`src/rtl/input_cond_pkg.sv`:
```
// Shared definitions for the two-channel input conditioner.
// State encoding, default debounce length and a settled-state helper.
package input_cond_pkg;

  typedef logic [1:0] state_t;

  localparam state_t LOW      = 2'd0;
  localparam state_t RISE_CHK = 2'd1;
  localparam state_t HIGH     = 2'd2;
  localparam state_t FALL_CHK = 2'd3;

  localparam int DEF_DEBOUNCE_CYCLES = 4;

  function automatic logic is_settled(input state_t s);
    return (s == LOW) || (s == HIGH);
  endfunction

endpackage

```
`src/rtl/debounce_channel.sv`:
```
// One input channel: 2-flop synchroniser, debounce FSM with
// saturating counter, registered level and one-cycle edge pulses.
module debounce_channel
  import input_cond_pkg::*;
#(
  parameter int DEBOUNCE_CYCLES = DEF_DEBOUNCE_CYCLES,
  parameter int CNT_W           = 16
) (
  input  logic   clk,
  input  logic   reset,
  input  logic   raw,
  output logic   level,
  output logic   rise,
  output logic   fall,
  output state_t state
);

  localparam logic [CNT_W-1:0] LAST = CNT_W'(DEBOUNCE_CYCLES - 1);

  logic             s1;
  logic             s2;
  logic [CNT_W-1:0] cnt;

  always_ff @(posedge clk) begin
    if (reset) begin
      s1 <= 1'b0;
      s2 <= 1'b0;
    end else begin
      s1 <= raw;
      s2 <= s1;
    end
  end

  // Compare before increment, so the counter never wraps.
  always_ff @(posedge clk) begin
    if (reset) begin
      state <= LOW;
      cnt   <= '0;
      level <= 1'b0;
      rise  <= 1'b0;
      fall  <= 1'b0;
    end else begin
      rise <= 1'b0;
      fall <= 1'b0;
      unique case (state)
        LOW: begin
          if (s2) begin
            state <= RISE_CHK;
            cnt   <= '0;
          end
        end
        RISE_CHK: begin
          if (!s2) begin
            state <= LOW;
            cnt   <= '0;
          end else if (cnt == LAST) begin
            state <= HIGH;
            level <= 1'b1;
            rise  <= 1'b1;
          end else begin
            cnt <= cnt + 1'b1;
          end
        end
        HIGH: begin
          if (!s2) begin
            state <= FALL_CHK;
            cnt   <= '0;
          end
        end
        FALL_CHK: begin
          if (s2) begin
            state <= HIGH;
            cnt   <= '0;
          end else if (cnt == LAST) begin
            state <= LOW;
            level <= 1'b0;
            fall  <= 1'b1;
          end else begin
            cnt <= cnt + 1'b1;
          end
        end
      endcase
    end
  end

endmodule

```
`src/rtl/logic_input_conditioner.sv`:
```
// Conditions two raw inputs into debounced levels a/b for the
// logic block, with edge pulses and a combined stable flag.
module logic_input_conditioner
  import input_cond_pkg::*;
#(
  parameter int DEBOUNCE_CYCLES = DEF_DEBOUNCE_CYCLES,
  parameter int CNT_W           = 16
) (
  input  logic clk,
  input  logic reset,
  input  logic a_raw,
  input  logic b_raw,
  output logic a,
  output logic b,
  output logic a_rise,
  output logic a_fall,
  output logic b_rise,
  output logic b_fall,
  output logic stable
);

  state_t a_state;
  state_t b_state;

  debounce_channel #(
    .DEBOUNCE_CYCLES(DEBOUNCE_CYCLES),
    .CNT_W          (CNT_W)
  ) u_a (
    .clk  (clk),
    .reset(reset),
    .raw  (a_raw),
    .level(a),
    .rise (a_rise),
    .fall (a_fall),
    .state(a_state)
  );

  debounce_channel #(
    .DEBOUNCE_CYCLES(DEBOUNCE_CYCLES),
    .CNT_W          (CNT_W)
  ) u_b (
    .clk  (clk),
    .reset(reset),
    .raw  (b_raw),
    .level(b),
    .rise (b_rise),
    .fall (b_fall),
    .state(b_state)
  );

  // Registered from current FSM states: drops the cycle after a check begins.
  always_ff @(posedge clk) begin
    if (reset) stable <= 1'b1;
    else       stable <= is_settled(a_state) && is_settled(b_state);
  end

endmodule
```
`config.mk`:
```
export PLATFORM = sky130hd
export DESIGN_NAME = logic_input_conditioner
export DESIGN_NICKNAME = d
export VERILOG_FILES = /design/src/rtl/input_cond_pkg.sv /design/src/rtl/debounce_channel.sv /design/src/rtl/logic_input_conditioner.sv
export SDC_FILE = /design/constraint.sdc
export NUM_CORES = 1
export LEC_CHECK = 0
export CORE_MARGIN = 2
export CORE_UTILIZATION = 30
export CTS_BUF_LIST = sky130_fd_sc_hd__clkbuf_16
export DETAILED_ROUTE_END_ITERATION = 7
export GPL_TIMING_DRIVEN = 0
export PLACE_DENSITY = 0.44
export SLEW_MARGIN = 20
export SYNTH_ARGS = -nofsm -noshare
export SYNTH_HDL_FRONTEND = slang
export SYNTH_SLANG_ARGS = --single-unit
```
`constraint.sdc`:
```
create_clock -name clk -period 1.7 [get_ports clk]
set_clock_uncertainty 0.15 [all_clocks]
set_input_delay 0.34 -clock clk [delete_from_list [all_inputs] [get_ports clk]]
set_output_delay 0.34 -clock clk [all_outputs]
set_load 0.1 [all_outputs]
```
# Word level (Yosys, flattened, before mapping)
# Cells that the tools add are included.
op_classes:
  muxes: 38
  eq_ne: 24
  n_bitwise: 6
  n_reduce_logical: 17
  add_sub_neg: 2
ops:
  columns: ["cell", "count"]
  rows:
  - ["16-bit two-way mux", 10]
  - ["16-bit one-hot mux with 4 select lines", 2]
  - ["16-bit by 1-bit adder with 16-bit output, second input constant", 2]
  - ["16-bit by 2-bit equality test with 1-bit output, second input constant", 2]
  - ["2-bit two-way mux", 12]
  - ["2-bit by 1-bit inequality test with 1-bit output, second input constant", 8]
  - ["2-bit one-hot mux with 4 select lines", 2]
  - ["3-bit OR reduction", 4]
  - ["1-bit two-way mux", 10]
  - ["5-bit AND reduction", 2]
  - ["2-bit equality test, second input constant", 4]
  - ["2-bit inequality test, second input constant", 4]
  - ["4-bit AND reduction", 2]
  - ["3-bit by 1-bit inequality test with 1-bit output, second input constant", 2]
  - ["3-bit inequality test, second input constant", 2]
  - ["1-bit inverter", 6]
  - ["2-bit by 1-bit equality test with 1-bit output, second input constant", 2]
  - ["2-bit zero test", 2]
  - ["1-bit one-hot mux with 2 select lines", 2]
  - ["2-bit AND reduction", 2]
  - ["2-bit nonzero test", 2]
  - ["1-bit logical OR", 2]
  - ["1-bit logical AND", 1]
word_totals:
  elab_cells: 102
  in_bits: 4
  out_inout_bits: 7
  ff_bits: 47

# Depth between registers and ports, before layout
# Gate-level depths: netlist of the first run.
logic_depth:
  word_depth: 4
  mapped_depth: 7
  depth_no_buf: 5

# Cells and area by module
# From an unflattened synthesis of the first run, not the netlist that was laid out.
hier_totals:
  cells_unflattened: 258
  hier_area_um2: 2382.3
by_module_without_submodules:
  columns: ["mod", "seq_area_each_um2", "cells_per_inst", "area_per_inst_um2", "instances"]
  rows:
  - ["debounce_channel", 460.4, 128, 1177.4, 2]
  - ["logic_input_conditioner", 20.0, 2, 27.5, 1]

# Worst setup path after synthesis of the first run
# Ideal clock, no wire load.
synth_path:
  path_type: "flip-flop to flip-flop"
  startpoint: "reg u_a.cnt[0]"
  endpoint: "reg u_a.cnt[10]"
  path_stages_with_launch: 8
  synth_period_minus_slack_ns: 1.766
  arrival_time_ns: 1.502
  n_path_buf: 2
  setup_time_ns: 0.114
  t_required_ns: 1.436
  slack_ns: -0.066
  path_cell_list: "dfxtp_1 -> ha_1 -> and3_1 -> buf_2 -> and3_1 -> clkbuf_1 -> a32o_1 -> a21o_1"
synth_between:
  elab_chain_cells: 4
  elab_cells_between_ends: 6
  classes_between: "1 x add/sub; 1 x eq/ne; 4 x mux"
synth_lines:
  columns: ["item", "line_no", "rtl"]
  rows:
  - ["start: declaration", "debounce_channel.sv:22", "logic [CNT_W-1:0] cnt;"]
  - ["start signal: assignment", "debounce_channel.sv:61", "cnt <= cnt + 1'b1;"]
  - ["start signal: assignment", "debounce_channel.sv:79", "cnt <= cnt + 1'b1;"]
  - ["16-bit by 1-bit adder with 16-bit output or 16-bit by 2-bit equality test with 1-bit output (tied branches)", null, null]
  - ["16-bit two-way mux (*)", "debounce_channel.sv:56, debounce_channel.sv:74", null]
  - ["16-bit two-way mux, on equally long branches", "debounce_channel.sv:71, debounce_channel.sv:53", null]
  - ["16-bit one-hot mux with 4 select lines (*)", "debounce_channel.sv:45", "unique case (state)"]
# Every way passes the cells marked *; elsewhere a longest branch is shown, timed or not.
# A chain may end at the register's enable or synchronous reset.

# Worst setup path after layout of the first run
# Same ends and word-level chain as after synthesis.

==> impl_metrics.json, run 1 <==
{
  "avgRoutedWirePerCell_um": 13.2,
  "final_area_um2": 2860,
  "dieArea_um2": 8100,
  "instances_no_fill": 373,
  "min_path_cells": 1,
  "io_buffers": 10,
  "crit_path_start_kind": "register",
  "cts_root_buf": "clkbuf_16",
  "slew_viol_final": 0,
  "clockBufferDepth": 2,
  "yosysWarnings": 0,
  "clkTransAtPathRegs_ns": 0.06,
  "reg2reg_from": "u_a.cnt[0]",
  "cap_viol_max_count": 0,
  "grt-ovfl-total": 0,
  "filler_cell_count": 749,
  "crit_path_max_fanout": 6,
  "r2r_cells": 5,
  "slew-limit-headroom": 0.639,
  "ys_top_cells_by_area": "dfxtp_1 42%, xnor2_1 4.7%, nor4_1 4.2%, nor2_1 3.2%, nand4_1 3.1%",
  "ys_seq_elements": 47,
  "viasPerCell": 5.09,
  "synth_top_area_frac": 0.424,
  "worstPathArrival_ns": 1.68,
  "fin_nets": 279,
  "synth_most_common_cell": "dfxtp_1",
  "max_slew.worst_pin.slew_ns": 0.544,
  "track_usage": 0.126,
  "antenna_found_initial": 0,
  "synthFlopType": "dfxtp_1",
  "async_reset_ff_frac": 0,
  "clock_latency_ns": 0.28,
  "p_per_area_nw_per_um2": 826,
  "place_congestion": 0.759,
  "r2r_slack_ns": 0.05,
  "status": "finished clean",
  "hp-start": "u_b.s1",
  "p_leak_uw": 0.000990,
  "fin_tns_setup_ns": 0,
  "synth_area_um2": 2220,
  "initial_core_util": 0.307,
  "ir_worst_vdd_mv": 0.443,
  "ant_nets": 0,
  "synth_area_leader_cell": "dfxtp_1",
  "cts_tree": "built",
  "vias": 1900,
  "fin_crit_sh": 0.970,
  "final_util": 0.396,
  "hold_class": "reg -> reg",
  "rows": 31,
  "hpwl_mm": 3.34,
  "routed_wl_mm": 4.92,
  "syn_to_final_growth_pct": 28.7,
  "netlist_instances": 251,
  "finalSetupViolations": 0,
  "synth_cell_types": 43,
  "critPathKind": "reg -> reg",
  "drt_pass1_iterations": 4,
  "htreeDepth": 2,
  "cp_data_required_time_ns": 1.73,
  "cts.sinks": 47,
  "cp-startpoint": "u_a.cnt[0]",
  "grt_max_degree": 16,
  "min_period_ns": 1.65,
  "drt_iter0_drc": 45,
  "cts_made_buffers": 5,
  "yosysSeqAreaShare": 0.424,
  "synth_area_per_cell_um2": 8.84,
  "fin_hold_ws_ns": 0.287,
  "cp-end-kind": "register",
  "io_pins": 11,
  "syn_nets": 257,
  "grt_pass1_wl_mm": 8.40,
  "cts_hold_buf": 0,
  "dp.cells": 360,
  "finalHoldViolCount": 0,
  "core_um2": 7210,
  "die-height_um": 90.0,
  "grt_setup_unrepaired": "no",
  "antenna_cells": 0,
  "final_layout_size_suffix_gt1_frac": 0.252,
  "post_dp_cell_area_um2": 2460,
  "max_freq_ghz": 0.606,
  "synth-edff-count": 0,
  "grt_pass1_vias": 1755,
  "die_x_um": 90.0,
  "synth_commonest_cells": "47 x dfxtp_1, 19 x nor2_1, 15 x nor4_1",
  "drc": 0
}
stage by stage:
stage / power, uW / setup slack, ns
global route: 2460 / 0.00803
finish: 2360 / 0.0503
global placement: 1270 / -0.452
floorplan: 1230 / 0.0139
detailed placement: 1270 / -0.426
CTS: 2390 / 0.00407
cell families after synthesis:
kind of cell | count (synthesis) | synth area share
buf+inv | 21 | 0.0429
mux | 6 | 0.0271
flops | 47 | 0.424
compound gates | 41 | 0.116
simple gates | 116 | 0.305
xor+xnor | 18 | 0.0745
fa+ha+maj | 2 | 0.0113
worst max-delay path, cell delays in order (launching register included):
cell	delay, ns
dfxtp_4	0.36
ha_4	0.17
and3_1	0.25
and3_4	0.24
a32o_1	0.22
a21o_1	0.15
routing by layer:
| metal | share of wire | wire length [um] | global-route usage | vias to the layer above |
|---|---|---|---|---|
| li1 | - | - | - | 965 |
| met1 | 0.49 | 2430 | 0.168 | 915 |
| met5 | 0 | 0 | 0 | - |
| met2 | 0.48 | 2360 | 0.202 | 16 |
| met3 | 0.016 | 80 | 0.0251 | 4 |
| met4 | 0.011 | 52 | 0.0462 | 0 |
sequential cells by signal (all words and copies together) (netlist names), named ones only:
register / cells
u_a.state: 1
u_b.state: 1
u_b.fall: 1
u_a.s2: 1
u_b.cnt: 16
u_a.level: 1
u_a.cnt: 16
u_b.rise: 1
u_b.s2: 1
stable: 1
u_a.rise: 1
u_a.fall: 1
u_b.s1: 1
u_b.level: 1
u_a.s1: 1
layout by cell type (no fill, tap or decap), types with 6 or more instances in the layout:
master and n:
o21ai_0 9, nor3_1 6, mux2i_1 6, a21oi_1 12, dfxtp_2 12, dfxtp_1 32
nand2_1 10, nor2_1 19, nand4_1 11, nand3_1 13, nor2b_1 6, xnor2_1 10
inv_1 9, buf_4 9, nor4_1 10
what timing repair did:
item                                    CTS  global route
resized for setup                        37            36
pin swaps                                 3             5
endpoints found under the setup margin   40            35
buffers inserted                          5             3
hold endpoints to repair                  0             0
where the power goes:
group          total (uW)  switching [uW]  internal [uW]  leakage (uW)
logic                 125            86.6           38.8      0.000520
clock network        1110             420            694     0.0000818
registers            1120            11.1           1110      0.000388
worst paths after layout:
kind	to
hold reg to reg	u_b.s2
hold / removal	u_b.s2
setup reg to reg	u_a.cnt[10]
setup / recovery	u_a.cnt[10]
cell type report:
class | instances | area [um2] | area share
Sequential cell | 47 | 967 | 0.339
Clock buffer | 5 | 125 | 0.0438
Clock inverter | 3 | 42.5 | 0.0149
Inverter | 9 | 33.8 | 0.0118
Tap cell | 99 | 124 | 0.0434
Multi-Input combinational cell | 183 | 1350 | 0.472
Timing Repair Buffer | 18 | 155 | 0.0543
Buffer | 9 | 60.1 | 0.0210
Power figures use the tool's default switching activity.
==> run 2: changes to the inputs <==
--- a/config.mk
+++ b/config.mk
@@ -6,11 +6,10 @@
 export NUM_CORES = 1
 export LEC_CHECK = 0
 export CORE_MARGIN = 2
-export CORE_UTILIZATION = 30
+export CORE_UTILIZATION = 53
 export CTS_BUF_LIST = sky130_fd_sc_hd__clkbuf_16
 export DETAILED_ROUTE_END_ITERATION = 7
-export GPL_TIMING_DRIVEN = 0
-export PLACE_DENSITY = 0.44
+export PLACE_DENSITY = 0.71
 export SLEW_MARGIN = 20
 export SYNTH_ARGS = -nofsm -noshare
 export SYNTH_HDL_FRONTEND = slang
==> impl_metrics.json, run 2 (same netlist as run 1, synthesis figures left out) <==
{
  "viasPerCell": 5.57,
  "hold_class": "reg -> reg",
  "final_common_cell": "dfxtp_1",
  "status": "finished clean",
  "cp_data_required_time_ns": 1.72,
  "clockBufferDepth": 2,
  "max_freq_ghz": 0.604,
  "fin_nets": 298,
  "slew-limit-headroom": 0.744,
  "worstPathArrival_ns": 1.67,
  "syn_to_final_growth_pct": 31.1,
  "track_usage": 0.228,
  "grt_pass1_wl_mm": 8.00,
  "max_slew.worst_pin.slew_ns": 0.381,
  "ant_nets": 0,
  "io_pins": 11,
  "vias": 1910,
  "critPathKind": "reg -> reg",
  "place_ws_ns": -0.263,
  "top_regs": "u_a.cnt x16, u_b.cnt x16",
  "final_cell_mix": "38 x dfxtp_1, 33 x buf_4, 19 x nor2_1",
  "finalSetupViolations": 0,
  "dieArea_um2": 4720,
  "drc": 0,
  "clock_latency_ns": 0.28,
  "finalHoldViolCount": 0,
  "place_congestion": 0.835,
  "rows": 23,
  "cts_made_buffers": 5,
  "routed_wl_mm": 4.86,
  "cp-end-kind": "register",
  "cts_tree": "built",
  "crit_path_max_fanout": 5,
  "initial_core_util": 0.555,
  "grt_setup_unrepaired": "yes",
  "cts_root_buf": "clkbuf_16",
  "htreeDepth": 2,
  "p_per_area_nw_per_um2": 763,
  "antenna_found_initial": 0,
  "antenna_cells": 0,
  "final_layout_size_suffix_gt1_frac": 0.263,
  "fin_crit_sh": 0.973,
  "ir_worst_vdd_mv": 0.623,
  "setup_ws_ns": 0.0455,
  "clkTransAtPathRegs_ns": 0.06,
  "slew_viol_final": 0,
  "avgRoutedWirePerCell_um": 14.2,
  "core_um2": 4000,
  "cts.sinks": 47,
  "filler_cell_count": 326,
  "grt-ovfl-total": 0,
  "min_period_ns": 1.65,
  "p_leak_uw": 0.00110,
  "die_x_um": 68.7,
  "r2r_slack_ns": 0.05,
  "grt_max_degree": 26,
  "hpwl_mm": 3.32,
  "io_buffers": 10,
  "crit_path_start_kind": "register",
  "drt_pass1_iterations": 4,
  "grt_pass1_vias": 1845,
  "fin_hold_ws_ns": 0.290,
  "drt_iter0_drc": 90,
  "die-height_um": 68.7,
  "cap_viol_max_count": 0
}
run 2: cell count changes in the layout (fill, tap and decap cells not counted), sizes merged:
cell,previous run,this run
clkdlybuf4s50,2,3
buf,15,43
clkdlybuf4s15,5,0
clkbuf,9,5
clkinvlp,0,2
inv,10,9
dlygate4sd2,1,0
bufinv,1,0
run 2: worst paths after layout:
path | from | to | cells past startpoint
min reg2reg | u_a.s1 | u_a.s2 | 1
max reg2reg | u_b.cnt[0] | u_b.level | 7
max | u_b.cnt[0] | u_b.level | 7
min | u_a.s1 | u_a.s2 | 1
run 2: metrics by stage:
| stage | utilization | TNS, ns | instance area (um2) | power, uW | instances |
|---|---|---|---|---|---|
| after floorplan | - | 0 | 2230 | 1230 | 251 |
| after detailed placement | 0.669 | -3.33 | 2680 | 1290 | 332 |
| after global routing | 0.727 | -0.286 | 2910 | 2290 | 343 |
| after global placement | 0.669 | -2.73 | 2680 | 1290 | 332 |
| after CTS | 0.708 | 0 | 2830 | 2240 | 340 |
| final | 0.727 | 0 | 2910 | 2220 | 343 |
run 2: worst max-delay path, stage by stage (launching register included):
cell and delay, ns:
dfxtp_1 0.33, ha_2 0.19, nor4b_2 0.19, buf_4 0.15, nand4_1 0.12, buf_6 0.18, mux2i_1 0.14, a21oi_1 0.08
run 2: power by group:
part / internal, uW / switching, uW / total, uW
Sequential: 1110 / 11.1 / 1120
Combinational: 62.8 / 85.6 / 148
Clock: 541 / 405 / 946
run 2: final cells by class:
class / instances / area (um2) / area share
Inverter: 9 / 33.8 / 0.0116
Timing Repair Buffer: 46 / 469 / 0.161
Clock inverter: 3 / 20.0 / 0.00688
Clock buffer: 5 / 125 / 0.0430
Sequential cell: 47 / 952 / 0.327
Tap cell: 50 / 62.6 / 0.0215
Multi-Input combinational cell: 183 / 1240 / 0.428
run 2: repair_timing:
action,CTS,global route
pin swaps,1,1
resized for setup,3,14
hold buffers,0,0
setup buffers,0,3
setup endpoints to repair,3,20
run 2: layer usage:
layer / GRT usage / vias to the layer above / share of wire / routed length [um]
li1: - / 1002 / - / -
met1: 0.271 / 880 / 0.47 / 2310
met2: 0.399 / 24 / 0.49 / 2400
met3: 0.0633 / 4 / 0.024 / 119
met4: 0.0662 / 0 / 0.0080 / 39
met5: 0 / - / 0 / 0
